`src/rtl/gf_pkg.sv`:
```
// GF(2^M) helpers shared by the Chien search datapath.
// All arithmetic is carry-free and reduced modulo the field polynomial.
package gf_pkg;

    localparam int GF_M_DEF = 16;
    localparam int N_POINTS = (1 << GF_M_DEF) - 1;

    typedef enum logic [1:0] {
        IDLE,
        SCAN,
        DONE
    } state_t;

    function automatic logic [31:0] gf_mul(
        input logic [31:0] a,
        input logic [31:0] b,
        input int          m,
        input logic [32:0] poly
    );
        logic [32:0] x;
        logic [31:0] p;
        x = {1'b0, a};
        p = '0;
        for (int k = 0; k < 32; k++) begin
            if (k < m) begin
                if (((b >> k) & 32'd1) != 32'd0) p = p ^ x[31:0];
                x = x << 1;
                if ((x & (33'd1 << m)) != 33'd0) x = x ^ poly;
            end
        end
        return p;
    endfunction

    function automatic logic [31:0] gf_alpha_pow(
        input int          j,
        input int          m,
        input logic [32:0] poly
    );
        logic [31:0] r;
        r = 32'd1;
        for (int k = 0; k < j; k++) r = gf_mul(r, 32'd2, m, poly);
        return r;
    endfunction

endpackage

```
`src/rtl/chien_search_par_if.sv`:
```
// Request/result bundle of the Chien search block.
// master drives the request, slave is the search engine.
interface chien_search_par_if #(
    parameter int M  = 16,
    parameter int T  = 9,
    parameter int DW = $clog2(T + 1)
);
    logic                 start;
    logic [DW-1:0]        deg;
    logic [(T+1)*M-1:0]   sigma_poly;
    logic                 busy;
    logic                 eval_done;
    logic [T*M-1:0]       root_list;
    logic [DW-1:0]        root_cnt;
    logic                 root_fail;

    modport master (
        output start, deg, sigma_poly,
        input  busy, eval_done, root_list, root_cnt, root_fail
    );

    modport slave (
        input  start, deg, sigma_poly,
        output busy, eval_done, root_list, root_cnt, root_fail
    );
endinterface

```
`src/rtl/chien_search_par_gf_const_mul.sv`:
```
// Combinational multiply by an elaboration-time GF(2^M) constant.
// The constant folds away, leaving an XOR network.
module gf_const_mul
    import gf_pkg::*;
#(
    parameter int         M          = 16,
    parameter logic [M:0] FIELD_POLY = 17'h1002D,
    parameter logic [M-1:0] CONST    = M'(2)
) (
    input  logic [M-1:0] a,
    output logic [M-1:0] y
);
    assign y = M'(gf_mul(32'(a), 32'(CONST), M, 33'(FIELD_POLY)));
endmodule

```
`src/rtl/chien_search_par.sv`:
```
// Parallel Chien search over GF(2^M): one evaluation point per clock,
// two-stage pipeline, early exit once deg roots have been found.
module chien_search_par
    import gf_pkg::*;
#(
    parameter int         M          = 16,
    parameter int         T          = 9,
    parameter logic [M:0] FIELD_POLY = 17'h1002D,
    parameter int         DW         = $clog2(T + 1)
) (
    input logic               clk,
    input logic               rst_b,
    chien_search_par_if.slave bus
);
    localparam int           NP       = (1 << M) - 1;
    localparam logic [M-1:0] IDX_LAST = M'(NP - 1);
    localparam logic [M-1:0] IDX_END  = M'(NP);

    state_t         state, state_nx;
    logic [M-1:0]   term     [T+1];
    logic [M-1:0]   term_mul [1:T];
    logic [M-1:0]   sum_c, sum_reg, idx, idx_d;
    logic           v_d, busy_q, done_q, fail_q;
    logic           hit, last_pt;
    logic [DW-1:0]  deg_q, cnt_q;
    logic [T*M-1:0] list_q;

    function automatic logic deg_ok(input logic [DW-1:0] d);
        return (d != '0) && (int'(d) <= T);
    endfunction

    for (genvar j = 1; j <= T; j++) begin : g_mul
        gf_const_mul #(
            .M         (M),
            .FIELD_POLY(FIELD_POLY),
            .CONST     (M'(gf_alpha_pow(j, M, 33'(FIELD_POLY))))
        ) u_mul (
            .a(term[j]),
            .y(term_mul[j])
        );
    end

    always_comb begin
        sum_c = '0;
        for (int j = 0; j <= T; j++) sum_c = sum_c ^ term[j];
    end

    assign hit     = v_d && (sum_reg == '0) && (int'(cnt_q) < T);
    assign last_pt = v_d && (idx_d == IDX_LAST);

    always_comb begin
        state_nx = state;
        unique case (state)
            IDLE: if (bus.start) state_nx = deg_ok(bus.deg) ? SCAN : DONE;
            SCAN: begin
                if ((hit && (cnt_q + DW'(1) == deg_q)) || last_pt)
                    state_nx = DONE;
            end
            DONE:    state_nx = IDLE;
            default: state_nx = IDLE;
        endcase
    end

    always_ff @(posedge clk or negedge rst_b) begin
        if (!rst_b) state <= IDLE;
        else        state <= state_nx;
    end

    always_ff @(posedge clk or negedge rst_b) begin
        if (!rst_b) begin
            for (int j = 0; j <= T; j++) term[j] <= '0;
            sum_reg <= '0;
            idx     <= '0;
            idx_d   <= '0;
            v_d     <= 1'b0;
            deg_q   <= '0;
            cnt_q   <= '0;
            list_q  <= '0;
            busy_q  <= 1'b0;
            done_q  <= 1'b0;
            fail_q  <= 1'b0;
        end else begin
            done_q <= 1'b0;
            unique case (state)
                IDLE: begin
                    if (bus.start) begin
                        for (int j = 0; j <= T; j++)
                            term[j] <= bus.sigma_poly[j*M +: M];
                        deg_q  <= bus.deg;
                        list_q <= '0;
                        cnt_q  <= '0;
                        fail_q <= 1'b0;
                        idx    <= '0;
                        v_d    <= 1'b0;
                        busy_q <= 1'b1;
                    end
                end
                SCAN: begin
                    // idx == IDX_END marks that every point has been issued
                    if (idx != IDX_END) begin
                        sum_reg <= sum_c;
                        idx_d   <= idx;
                        v_d     <= 1'b1;
                        for (int j = 1; j <= T; j++) term[j] <= term_mul[j];
                        idx     <= idx + M'(1);
                    end else begin
                        v_d <= 1'b0;
                    end
                    if (hit) begin
                        list_q <= (T*M)'({list_q, idx_d});
                        cnt_q  <= cnt_q + DW'(1);
                    end
                end
                DONE: begin
                    done_q <= 1'b1;
                    busy_q <= 1'b0;
                    v_d    <= 1'b0;
                    fail_q <= (cnt_q != deg_q) || !deg_ok(deg_q);
                end
                default: ;
            endcase
        end
    end

    assign bus.busy      = busy_q;
    assign bus.eval_done = done_q;
    assign bus.root_list = list_q;
    assign bus.root_cnt  = cnt_q;
    assign bus.root_fail = fail_q;
endmodule

```
`src/flat_wrapper.sv`:
```
// flat-port wrapper written by rule: the top's interface ports become plain ports
module chien_search_par_flat import gf_pkg::*;
#(
    parameter int         M          = 16,
    parameter int         T          = 9,
    parameter logic [M:0] FIELD_POLY = 17'h1002D,
    parameter int         DW         = $clog2(T + 1)
)
  (clk, rst_b, bus_start, bus_deg, bus_sigma_poly, bus_busy, bus_eval_done, bus_root_list, bus_root_cnt, bus_root_fail);
  chien_search_par_if #(.M(M), .T(T), .DW(DW)) bus_i ();
  input logic clk;
  input logic rst_b;
  input wire logic [$bits(bus_i.start)-1:0] bus_start;
  input wire logic [$bits(bus_i.deg)-1:0] bus_deg;
  input wire logic [$bits(bus_i.sigma_poly)-1:0] bus_sigma_poly;
  output wire logic [$bits(bus_i.busy)-1:0] bus_busy;
  output wire logic [$bits(bus_i.eval_done)-1:0] bus_eval_done;
  output wire logic [$bits(bus_i.root_list)-1:0] bus_root_list;
  output wire logic [$bits(bus_i.root_cnt)-1:0] bus_root_cnt;
  output wire logic [$bits(bus_i.root_fail)-1:0] bus_root_fail;
  assign bus_i.start = bus_start;
  assign bus_i.deg = bus_deg;
  assign bus_i.sigma_poly = bus_sigma_poly;
  assign bus_busy = bus_i.busy;
  assign bus_eval_done = bus_i.eval_done;
  assign bus_root_list = bus_i.root_list;
  assign bus_root_cnt = bus_i.root_cnt;
  assign bus_root_fail = bus_i.root_fail;
  chien_search_par #(.M(M), .T(T), .FIELD_POLY(FIELD_POLY), .DW(DW)) u_core (.clk(clk), .rst_b(rst_b), .bus(bus_i));
endmodule
```
`config.mk`:
```
export PLATFORM = sky130hd
export DESIGN_NAME = chien_search_par_flat
export DESIGN_NICKNAME = d
export VERILOG_FILES = /design/src/rtl/gf_pkg.sv /design/src/rtl/chien_search_par_if.sv /design/src/rtl/chien_search_par_gf_const_mul.sv /design/src/rtl/chien_search_par.sv /design/src/flat_wrapper.sv
export SDC_FILE = /design/constraint.sdc
export NUM_CORES = 1
export LEC_CHECK = 0
export CAP_MARGIN = 20
export CORE_AREA = 2 2 208 230
export CTS_BUF_LIST = sky130_fd_sc_hd__clkbuf_4 sky130_fd_sc_hd__clkbuf_8 sky130_fd_sc_hd__clkbuf_16
export DETAILED_ROUTE_END_ITERATION = 10
export DIE_AREA = 0 0 210 232
export GPL_ROUTABILITY_DRIVEN = 0
export GPL_TIMING_DRIVEN = 0
export HOLD_SLACK_MARGIN = 0.12
export PLACE_DENSITY_LB_ADDON = 0.12
export SETUP_SLACK_MARGIN = 0.4
export SKIP_CTS_REPAIR_TIMING = 1
export SYNTH_ARGS = -nofsm -noshare
export SYNTH_HDL_FRONTEND = slang
export SYNTH_SLANG_ARGS = --single-unit
```
`constraint.sdc`:
```
create_clock -name clk -period 5.19 [get_ports clk]
set_clock_uncertainty 0.2 [all_clocks]
set_input_delay 1.2975 -clock clk [delete_from_list [all_inputs] [get_ports clk]]
set_output_delay 1.2975 -clock clk [all_outputs]
set_load 0.005 [all_outputs]
```
Word-level counts from Yosys, hierarchy flattened
Index checks and enable logic that the tools add are counted.
- flip-flop bits (word level): 366
- bits of input ports: 167
- output and inout bits: 151
- word-level logic and storage cells: 181
- multiplexer cells: 68
- equal/unequal tests: 10
- order comparisons: 3
- bitwise operators: 54
- reductions and logical operators: 23
- add/sub/neg operators: 2
- operator list (operator ; number):
    144-bit two-way mux ; 4
    144-bit one-hot mux with 2 select lines ; 2
    6-bit two-way mux ; 45
    4-bit NOT ; 45
    16-bit bitwise XOR ; 9
    16-bit two-way mux ; 2
    16-bit one-hot mux with 2 select lines ; 1
    16-bit by 1-bit adder with 16-bit output, second input constant ; 1
    16-bit == test, second input constant ; 1
    16-bit logical NOT ; 1
    16-bit != test, second input constant ; 1
    2-bit AND reduction ; 5
    4-bit less-or-equal comparator, second input constant ; 2
    4-bit two-way mux ; 2
    4-bit one-hot mux with 2 select lines ; 1
    4-bit nonzero test ; 2
    1-bit logical AND ; 6
    2-bit two-way mux ; 3
    2-bit by 1-bit != test with 1-bit output, second input constant ; 3
    3-bit AND reduction ; 2
    4-bit by 1-bit adder with 4-bit output, second input constant ; 1
    4-bit == test ; 1
    4-bit < comparator, second input constant ; 1
    1-bit two-way mux ; 4
    12 further kinds ; 15

Longest topological paths before layout
Gate-level depths: netlist (run 1).
- depth in word-level cells: 20
- depth in mapped cells: 11
- gate-level depth less buffers: 7

Hierarchy
From an unflattened synthesis (run 1), not the netlist that was laid out.
- cells, all modules: 1953
- area, all modules: 18773.0 µm²
- by module, submodules not included (module ; area an instance (µm²) ; seq. area each (µm²) ; cells each ; instances):
    chien_search_par ; 17160.2 ; 9158.8 ; 1770 ; 1
    gf_const_mul at u_core.g_mul[9].u_mul ; 230.2 ; 0.0 ; 26 ; 1
    gf_const_mul at u_core.g_mul[8].u_mul ; 211.5 ; 0.0 ; 24 ; 1
    gf_const_mul at u_core.g_mul[7].u_mul ; 201.4 ; 0.0 ; 23 ; 1
    gf_const_mul at u_core.g_mul[6].u_mul ; 191.4 ; 0.0 ; 22 ; 1
    gf_const_mul at u_core.g_mul[3].u_mul ; 176.4 ; 0.0 ; 16 ; 1
    gf_const_mul at u_core.g_mul[5].u_mul ; 173.9 ; 0.0 ; 21 ; 1
    gf_const_mul at u_core.g_mul[4].u_mul ; 162.7 ; 0.0 ; 19 ; 1
    gf_const_mul at u_core.g_mul[2].u_mul ; 141.4 ; 0.0 ; 16 ; 1
    gf_const_mul at u_core.g_mul[1].u_mul ; 123.9 ; 0.0 ; 16 ; 1

Worst setup path before layout (run 1)
Ideal clock, no wire load.
- kind: input -> register
- start point: in bus_start
- end point: reg u_core.term[16] in the netlist's numbering
- buffers on the path: 2
- setup time: 0.078 ns
- arrival time: 2.210 ns
- required time: 4.912 ns
- path slack: 2.702 ns
- cell stages on the path: 5
- cells stage by stage: nand2_1 -> clkbuf_1 -> clkbuf_1 -> o22ai_1 -> a21oi_1
- longest elaborated chain between the ends: 2
- ends and longest elaborated chain (element ; RTL line ; text):
    start: declaration ; flat_wrapper.sv:13 ; input wire logic [$bits(bus_i.start)-1:0] bus_start;
    2-bit != test (no source line) ; n/a ;
    3-bit AND reduction (no source line) ; n/a ;
    end signal: indexed assignment ; chien_search_par.sv:88 ; term[j] <= bus.sigma_poly[j*M +: M];
    end: declaration ; chien_search_par.sv:20 ; logic [M-1:0] term [T+1];
No other way between the ends.
A chain may end at the register's enable or synchronous reset.

Worst setup path in the final report (run 1)
- start point: in bus_start
- end point: reg u_core.term[0] in the netlist's numbering
The elaborated chain is that of the path after synthesis.

==> metrics.txt, run 1 <==
WL/cell=20.5 um; Power Density=266 nW/um^2; Starting DRT DRC Count=984; area delta synth->final=30.9%; most common cell in the netlist=nand2_1; # fillers=4443; ys flop type=dfrtp_1; Worst Path Required=5.47 ns; RSZ-0062 raised after global routing=no; CP Launch Type=input pin; asr flop ratio synth=100%; DRC viols=0; final hold vios=0; Syn Area/Cell=9.34 um^2; DP Area=21400 um^2; Synth Cell Area=17400 um^2; Clk pin slew, worst setup/hold paths=~0.060 ns; Num CTS Buffers=41; Routed Wire Length=approximately 58 mm; Hold Slack=0.276 ns; vias per inst=5.13; Leakage=9.80 nW; share of cells above drive strength 1=6.03%; core area=46400 um^2; clock latency on the worst-skew pair=between 0.5 and 0.6 ns; first drt pass iteration count=9; Reg with most FFs=u_core.term; Post-synth EDFFs=0; All-Layer GR Usage=24.1%; Worst VDD drop=slightly above 0.0002 V; CTS Sinks=366; vias in the first global route=14800; MaxCap Viol Count=0; Fin Setup TNS=0 ns; max frequency=around 280 MHz; number of flip-flops in the largest register=160; largest net degree at the start of global routing=111; Die H=roughly 230 um; CTS tree=built; Post-DP HPWL=44.2 mm; leading area contributor after synthesis=dfrtp_1; antenna viol nets, final=0; initial antenna violation count=0; H-Tree Depth=2; clock buffer depth=3; IO Port Bufs=~320; crit path DAT=3.85 ns; kind of critical path=in -> reg; post-synth cell types=42; Gate Count Post-Synth=around 1900; Final period util=68.7%; Syn Nets=2035; Initial Util=37.5%; Rows=83; final core occ=49.1%; CP Max Fanout=10; Pins Over Slew Limit=0; Least-Margin Pin Slew=roughly 1.0 ns; die area=48700 um^2; I/O Pins=318; first-pass GRT wire length=89.0 mm; CP endpoint kind=flip-flop; # setup viols final=0; nets=~2400; max_slew headroom=about a third; worst min path class=reg -> reg; CTS Root Cell=clkbuf_16; top post-synthesis cells by count=420 x nand2_1, 366 x dfrtp_1, 268 x xnor2_1; Die Wd=around 210 um; warnings from Yosys=0; cell area after layout=22800 um^2; dominant cells by area after synthesis=dfrtp_1 53%, xnor2_1 13%, nand2_1 9.1%, o21ai_0 4.3%, o22ai_1 3.4%; flops & latches, synth=366; sequential area share after synthesis=52.6%; via count=14600; Yosys top cell area share=52.6%; grt total ovfl=0; outcome=complete, no violations; post-route minimum period=3.56 ns
## cells by family (layout without fill, tap and decap cells)
| logic type | Yosys count | in the layout | share of synthesized area, % |
|---|---|---|---|
| AO/OA/AOI/OAI | 427 | 427 | 14.6 |
| other | 0 | 2 | 0 |
| multiplexers | 1 | 1 | 0.0647 |
| AND/OR/NAND/NOR | 543 | 543 | 12.6 |
| buffers and inverters | 251 | 642 | 6.14 |
| XOR/XNOR | 274 | 274 | 13.8 |
| adder cells (fa/ha/maj) | 3 | 3 | 0.216 |
| flip-flops | 366 | 366 | 52.6 |
## power breakdown
| group | internal, mW | switching [mW] | total, mW |
|---|---|---|---|
| Sequential | 2.85 | 0 | 2.85 |
| Clock | 1.79 | 1.21 | 3.00 |
| Combinational | 0.120 | 0.0951 | 0.215 |
## area by class of cell
class / instances / area [um^2] / share of cell area [%]
tap: 595 / 744 / 3.27
timing repair buffer: 320 / 3260 / 14.3
multi-input combinational: 1248 / 7180 / 31.5
buffer: 149 / 687 / 3.01
inverter: 102 / 383 / 1.68
sequential: 366 / 9160 / 40.2
antenna: 2 / 5.00 / 0.0220
clock buffer: 53 / 1170 / 5.14
clock inverter: 18 / 196 / 0.862
## stage by stage
step	std cells	setup WS, ns	power (mW)
2_1_floorplan	1865	2.70	2.91
3_3_place_gp	2777	-13.81	3.12
3_5_place_dp	2780	1.07	3.12
4_1_cts	2851	1.66	6.14
5_1_grt	2851	1.54	6.26
6_report	2853	1.63	6.07
## routing by layer
layer | track usage, % | vias up | routed length [um]
met2 | 40.5 | 477 | 28200
met4 | 8.71 | 0 | 2010
met5 | 0 | - | 0
met1 | 31.6 | 7146 | 25000
met3 | 3.60 | 102 | 3220
li1 | - | 6905 | -
## final timing paths
kind	start	endpoint	slack, ns	cells past startpoint
max reg2reg	u_core.bus.root_cnt[0]	u_core.bus.root_cnt[1]	2.10	11
min in group asynchronous	rst_b	u_core.bus.root_list[131]	0.44	1
min reg2reg	u_core.sum_reg[4]	u_core.sum_reg[4]	0.28	2
min	u_core.sum_reg[4]	u_core.sum_reg[4]	0.28	2
max	bus_start	u_core.term[0]	1.63	6
max in group asynchronous	rst_b	u_core.term[103]	3.00	3
## critical path, cell delays in order
cell,delay [ns]
clkdlybuf4s50_1,0.51
nand2_1,0.28
clkbuf_1,0.79
clkbuf_1,0.62
o22ai_1,0.18
a21oi_1,0.16
## cells in the final DEF (no fill, tap or decap), types with 5 or more instances in the layout
master / count
nand4_1: 7
xnor2_1: 268
nand3_1: 13
o21ai_0: 149
clkbuf_1: 90
dfrtp_1: 366
nor3_1: 7
clkbuf_16: 41
clkdlybuf4s50_1: 316
buf_2: 35
a221o_1: 49
o22ai_1: 95
clkbuf_8: 9
inv_1: 102
nor4_1: 8
nor2_1: 67
buf_4: 13
o21ai_1: 20
nand2_1: 420
o31ai_1: 5
xor2_1: 6
a21oi_1: 100
clkinv_2: 12
Power figures use the tool's default switching activity.
==> inputs of run 2 (changes only) <==
==> constraint.sdc (replaced) <==
create_clock -name clk -period 2.98 [get_ports clk]
set_clock_uncertainty 0.2 [all_clocks]
set_input_delay 0.745 -clock clk [delete_from_list [all_inputs] [get_ports clk]]
set_output_delay 0.745 -clock clk [all_outputs]
set_load 0.005 [all_outputs]
==> metrics.txt, run 2 (synthesis results as in run 1) <==
outcome=complete, no violations; I/O Pins=318 (unchanged); area delta synth->final=32.9%; share of cells above drive strength 1=8.06% (+2.0 points); crit path DAT=1.56 ns (-2.29 ns); Antenna diodes=0 (-2); Least-Margin Pin Slew=0.750 ns (-0.256 ns); Hold Slack=0.275 ns (-0.00146 ns); CTS Root Cell=clkbuf_16; # fillers=4412 (-0.70%); Worst Path Required=2.04 ns (-3.43 ns); WP buf/inv=1 (-2); Reg with most FFs=u_core.term; WL/cell=20.5 um (about the same); All-Layer GR Usage=24.1% (unchanged); Die H=232 um (unchanged); CP endpoint=bus_root_cnt[2]; final core occ=49.9% (+0.76 points); CP Cell Sequence=clkdlybuf4s50_1; worst min path class=reg -> reg; MaxCap Viol Count=0 (unchanged); grt total ovfl=0 (unchanged); max_slew headroom=50.0% (+17 points); antenna viol nets, final=0 (unchanged); CP max-delay cell=clkdlybuf4s50_1; Power Density=456 nW/um^2 (+71%); commonest non-fill, non-tap cell in the layout=nand2_1; largest net degree at the start of global routing=111 (unchanged); IO Port Bufs=317 (unchanged); max frequency=399 MHz; RSZ-0062 raised after global routing=yes; final hold vios=0 (unchanged); nets=2412 (+0.58%); Initial Util=37.5% (unchanged); CTS tree=built; clock latency on the worst-skew pair=0.56 ns (about the same); CP endpoint kind=output pin; Post-DP HPWL=44.2 mm (unchanged); Worst R2R Path Depth=10 (-1); CTS Sinks=366 (unchanged); Crit path depth=1 (-5); # setup viols final=0 (unchanged); CP delay by family, top=buffers and inverters; crit path launch=u_core.bus.root_cnt[2]; number of flip-flops in the largest register=160 (unchanged); Routed Wire Length=58.7 mm (+0.36%); most frequent cells in the layout=420 x nand2_1, 360 x dfrtp_1, 314 x clkdlybuf4s50_1; core area=46400 um^2 (unchanged); Starting DRT DRC Count=1041 (+5.8%); kind of critical path=reg -> out; Final Power=10.6 mW (+74%); vias in the first global route=14800 (unchanged); Final period util=84.1%; DRC viols=0 (unchanged); Die Wd=210 um (unchanged); Pins Over Slew Limit=0 (unchanged); r2r setup slk=0.49 ns (-1.61 ns); CP Max Fanout=7 (-3); CP Launch Type=flip-flop; H-Tree Depth=2 (unchanged); Clk pin slew, worst setup/hold paths=0.06 ns (about the same); vias per inst=5.12 (-0.17%); first drt pass iteration count=5 (-4); Largest stage delay, worst path=0.58 ns (-0.21 ns); Setup WS pre-CTS=-0.589 ns (-1.66 ns); Rows=83 (unchanged); Reg-to-Reg End=u_core.term[37]; post-route minimum period=2.51 ns; Num CTS Buffers=41 (unchanged); Leakage=9.94 nW (+1.5%); clock buffer depth=3 (unchanged); initial antenna violation count=0 (unchanged); via count=14700 (+0.25%); die area=48700 um^2 (unchanged); worst reg2reg startpoint=u_core.idx[0]; final setup margin=0.474 ns (-1.15 ns); first-pass GRT wire length=89.0 mm (unchanged); Worst VDD drop=0.000360 V (+74%)
run 2: cell types whose count changed in the layout (fill, tap and decap cells not counted), sizes merged:
cell / previous run / this run
dlymetal6s2s: 0 / 2
clkbuf: 147 / 152
diode: 2 / 0
clkdlybuf4s50: 316 / 314
buf: 59 / 67
dlygate4sd3: 0 / 1
run 2: power breakdown:
| group | total (mW) | internal [mW] | switching, mW |
|---|---|---|---|
| logic | 0.375 | 0.209 | 0.166 |
| registers | 4.97 | 4.97 | 0 |
| clock network | 5.22 | 3.11 | 2.11 |
run 2: how the worst min path moves through the flow:
| stage | start | endpoint | slack [ns] | cells after the start |
|---|---|---|---|---|
| final | u_core.sum_reg[4] | u_core.sum_reg[4] | 0.27 | 2 |
| after global routing | u_core.sum_reg[10] | u_core.sum_reg[10] | 0.30 | 2 |
| after CTS | rst_b | u_core.bus.root_list[131] | -0.13 | 1 |
| after detailed placement | u_core.sum_reg[8] | u_core.sum_reg[8] | 0.26 | 2 |
| after global placement | u_core.sum_reg[8] | u_core.sum_reg[8] | 0.26 | 2 |
| after floorplan | u_core.sum_reg[12] | u_core.sum_reg[12] | 0.24 | 2 |
run 2: per-stage QoR:
step / cells / TNS [ns] / area (um^2)
after floorplan: 1865 / 0 / 17400
after global placement: 2777 / -5713.12 / 21300
after detailed placement: 2780 / -72.79 / 21400
after CTS: 2851 / -18.67 / 22800
after global routing: 2865 / 0 / 23100
final: 2865 / 0 / 23100
run 2: layout make-up:
class | count | area (um^2) | area share, %
multi-input combinational | 1248 | 7230 | 31.2
clock buffer | 53 | 1170 | 5.07
timing repair buffer | 334 | 3390 | 14.7
tap | 595 | 744 | 3.22
clock inverter | 18 | 196 | 0.849
buffer | 149 | 861 | 3.72
sequential | 366 | 9170 | 39.6
inverter | 102 | 383 | 1.65
run 2: per-layer routing:
layer / share of wire, % / vias to the layer above / GRT usage, % / wire length [um]
met5: 0 / - / 0 / 0
met4: 3.5 / 0 / 8.71 / 2040
met3: 5.1 / 104 / 3.60 / 3020
met2: 49 / 480 / 40.5 / 28500
met1: 43 / 7153 / 31.6 / 25100
li1: - / 6929 / - / -
==> inputs of run 3 (changes only) <==
==> constraint.sdc (replaced) <==
create_clock -name clk -period 2.3 [get_ports clk]
set_clock_uncertainty 0.2 [all_clocks]
set_input_delay 0.575 -clock clk [delete_from_list [all_inputs] [get_ports clk]]
set_output_delay 0.575 -clock clk [all_outputs]
set_load 0.005 [all_outputs]
==> metrics.txt, run 3 (synthesis results as in run 1) <==
most frequent cells in the layout=420 x nand2_1, 359 x dfrtp_1, 314 x clkdlybuf4s50_1; Worst VDD drop=0.000369 V (+2.6%); first drt pass iteration count=5 (unchanged); final setup margin=-0.147 ns (-0.620 ns); Clk pin slew, worst setup/hold paths=0.06 ns (about the same); Final Power=13.7 mW (+30%); # setup viols final=284 (+284); Die Wd=210 um (unchanged); placed cell count=2780 (unchanged); Power Density=555 nW/um^2 (+22%); Post-DP HPWL=44.1 mm (-0.39%); # fillers=4164 (-5.6%); kind of critical path=reg -> reg; vias in the first global route=14800 (+0.0068%); Reg-to-Reg End=u_core.term[108]; failing checks=hold timing, setup timing; share of cells above drive strength 1=14.2% (+6.1 points); H-Tree Depth=2 (unchanged); vias per inst=5.13 (+0.21%); Rows=83 (unchanged); final hold vios=87 (+87); clock buffer depth=3 (unchanged); r2r setup slk=-0.15 ns (-0.64 ns); outcome=finished, violations left; post-route minimum period=2.45 ns; grt total ovfl=0 (unchanged); first-pass GRT wire length=88.6 mm (-0.36%); Num CTS Buffers=41 (unchanged); DRC viols=0 (unchanged); nets=2434 (+0.91%); Least-Margin Pin Slew=1.10 ns (+0.355 ns); All-Layer GR Usage=24.0% (-0.12 points); Leakage=10.4 nW (+4.1%); crit path DAT=2.74 ns (+1.18 ns); Reg with most FFs=u_core.term; worst reg2reg startpoint=u_core.idx[0]; largest net degree at the start of global routing=107 (-3.6%); Starting DRT DRC Count=933 (-10%); initial antenna violation count=3 (+3); CTS tree=built; I/O Pins=318 (unchanged); Worst R2R Path Depth=11 (+1); Die H=232 um (unchanged); worst min path class=in -> async; area delta synth->final=42.1%; antenna viol nets, final=0 (unchanged); core area=46400 um^2 (unchanged); CTS Sinks=366 (unchanged); clock latency on the worst-skew pair=0.57 ns (about the same); Setup WS pre-CTS=-1.05 ns (-0.457 ns); Final period util=106%; final std cells w/o fill=2890 (+0.87%); Initial Util=37.5% (unchanged); CP Max Fanout=8 (+1); Hold Slack=-0.162 ns (-0.437 ns); Routed Wire Length=60.8 mm (+3.6%); RSZ-0062 raised after global routing=yes; WL/cell=21.0 um (+2.7%); die area=48700 um^2 (unchanged); max_slew headroom=26.3% (-24 points); CP endpoint kind=flip-flop; CTS Root Cell=clkbuf_16; Pins Over Slew Limit=0 (unchanged); MaxCap Viol Count=0 (unchanged); CP Launch Type=flip-flop; number of flip-flops in the largest register=160 (unchanged); commonest non-fill, non-tap cell in the layout=nand2_1; Worst Path Required=2.59 ns (+0.55 ns); max frequency=409 MHz; IO Port Bufs=317 (unchanged); via count=14800 (+1.1%)
[run 3: changes by cell type in the layout (fill, tap and decap cells not counted), sizes merged, moves of 2 or more]
cell / change
clkinv: -5
buf: +20
clkbuf: +12
clkinvlp: +2
dlymetal6s2s: -2
bufinv: -2
[run 3: power breakdown]
part	switching, mW	internal, mW	total (mW)
clock	2.79	4.00	6.79
sequential	0	6.44	6.44
combinational	0.233	0.277	0.510
[run 3: how the worst max path moves through the flow]
stage                           startpoint                endpoint  slack, ns  cells past startpoint
floorplan           u_core.bus.root_cnt[0]  u_core.bus.root_cnt[1]       0.16                     11
global route                u_core.idx[13]        u_core.term[107]      -0.22                     10
finish                       u_core.idx[0]        u_core.term[108]      -0.15                     11
CTS                        u_core.state[0]        u_core.term[143]      -0.49                      6
global placement                     rst_b           u_core.idx[5]     -17.38                      1
detailed placement               bus_start        u_core.term[143]      -1.05                      6
[run 3: per-stage QoR]
stage                     cell area, um^2  setup TNS [ns]  util (%)  hold slack (ns)
after floorplan                     17600               0         -           0.0794
after global placement              21500        -6008.18      46.4            0.257
after detailed placement            21600         -179.25      46.6            0.263
after CTS                           23000          -89.33      49.6           -0.148
after global routing                24700          -41.63      53.3          -0.0959
final                               24700          -14.34      53.3           -0.162
[run 3: layout make-up]
cell class,instances,area (um^2),share of cell area [%]
plain buffers,149,1200,4.83
diodes,1,2.50,0.0101
well taps,595,744,3.01
clock buffers,60,1250,5.05
multi-input cells,1248,8010,32.4
repair buffers,356,3860,15.6
inverters,102,385,1.56
clock inverters,13,138,0.556
flip-flops and latches,366,9170,37.0
[run 3: critical path: stages (launching register included)]
cell       delay, ns
dfrtp_2         0.43
ha_4            0.16
nand4_4         0.11
nor4_4          0.32
buf_4           0.19
nand2b_4        0.14
buf_12          0.14
clkbuf_16       0.20
buf_12          0.12
buf_8           0.12
o22ai_2         0.08
a21oi_1         0.14
[run 3: layer usage]
| layer | wire, um | track usage (%) |
|---|---|---|
| met3 | 3130 | 3.60 |
| met2 | 30300 | 41.0 |
| met4 | 1760 | 9.31 |
| met1 | 25600 | 30.6 |
| met5 | 23 | 0 |
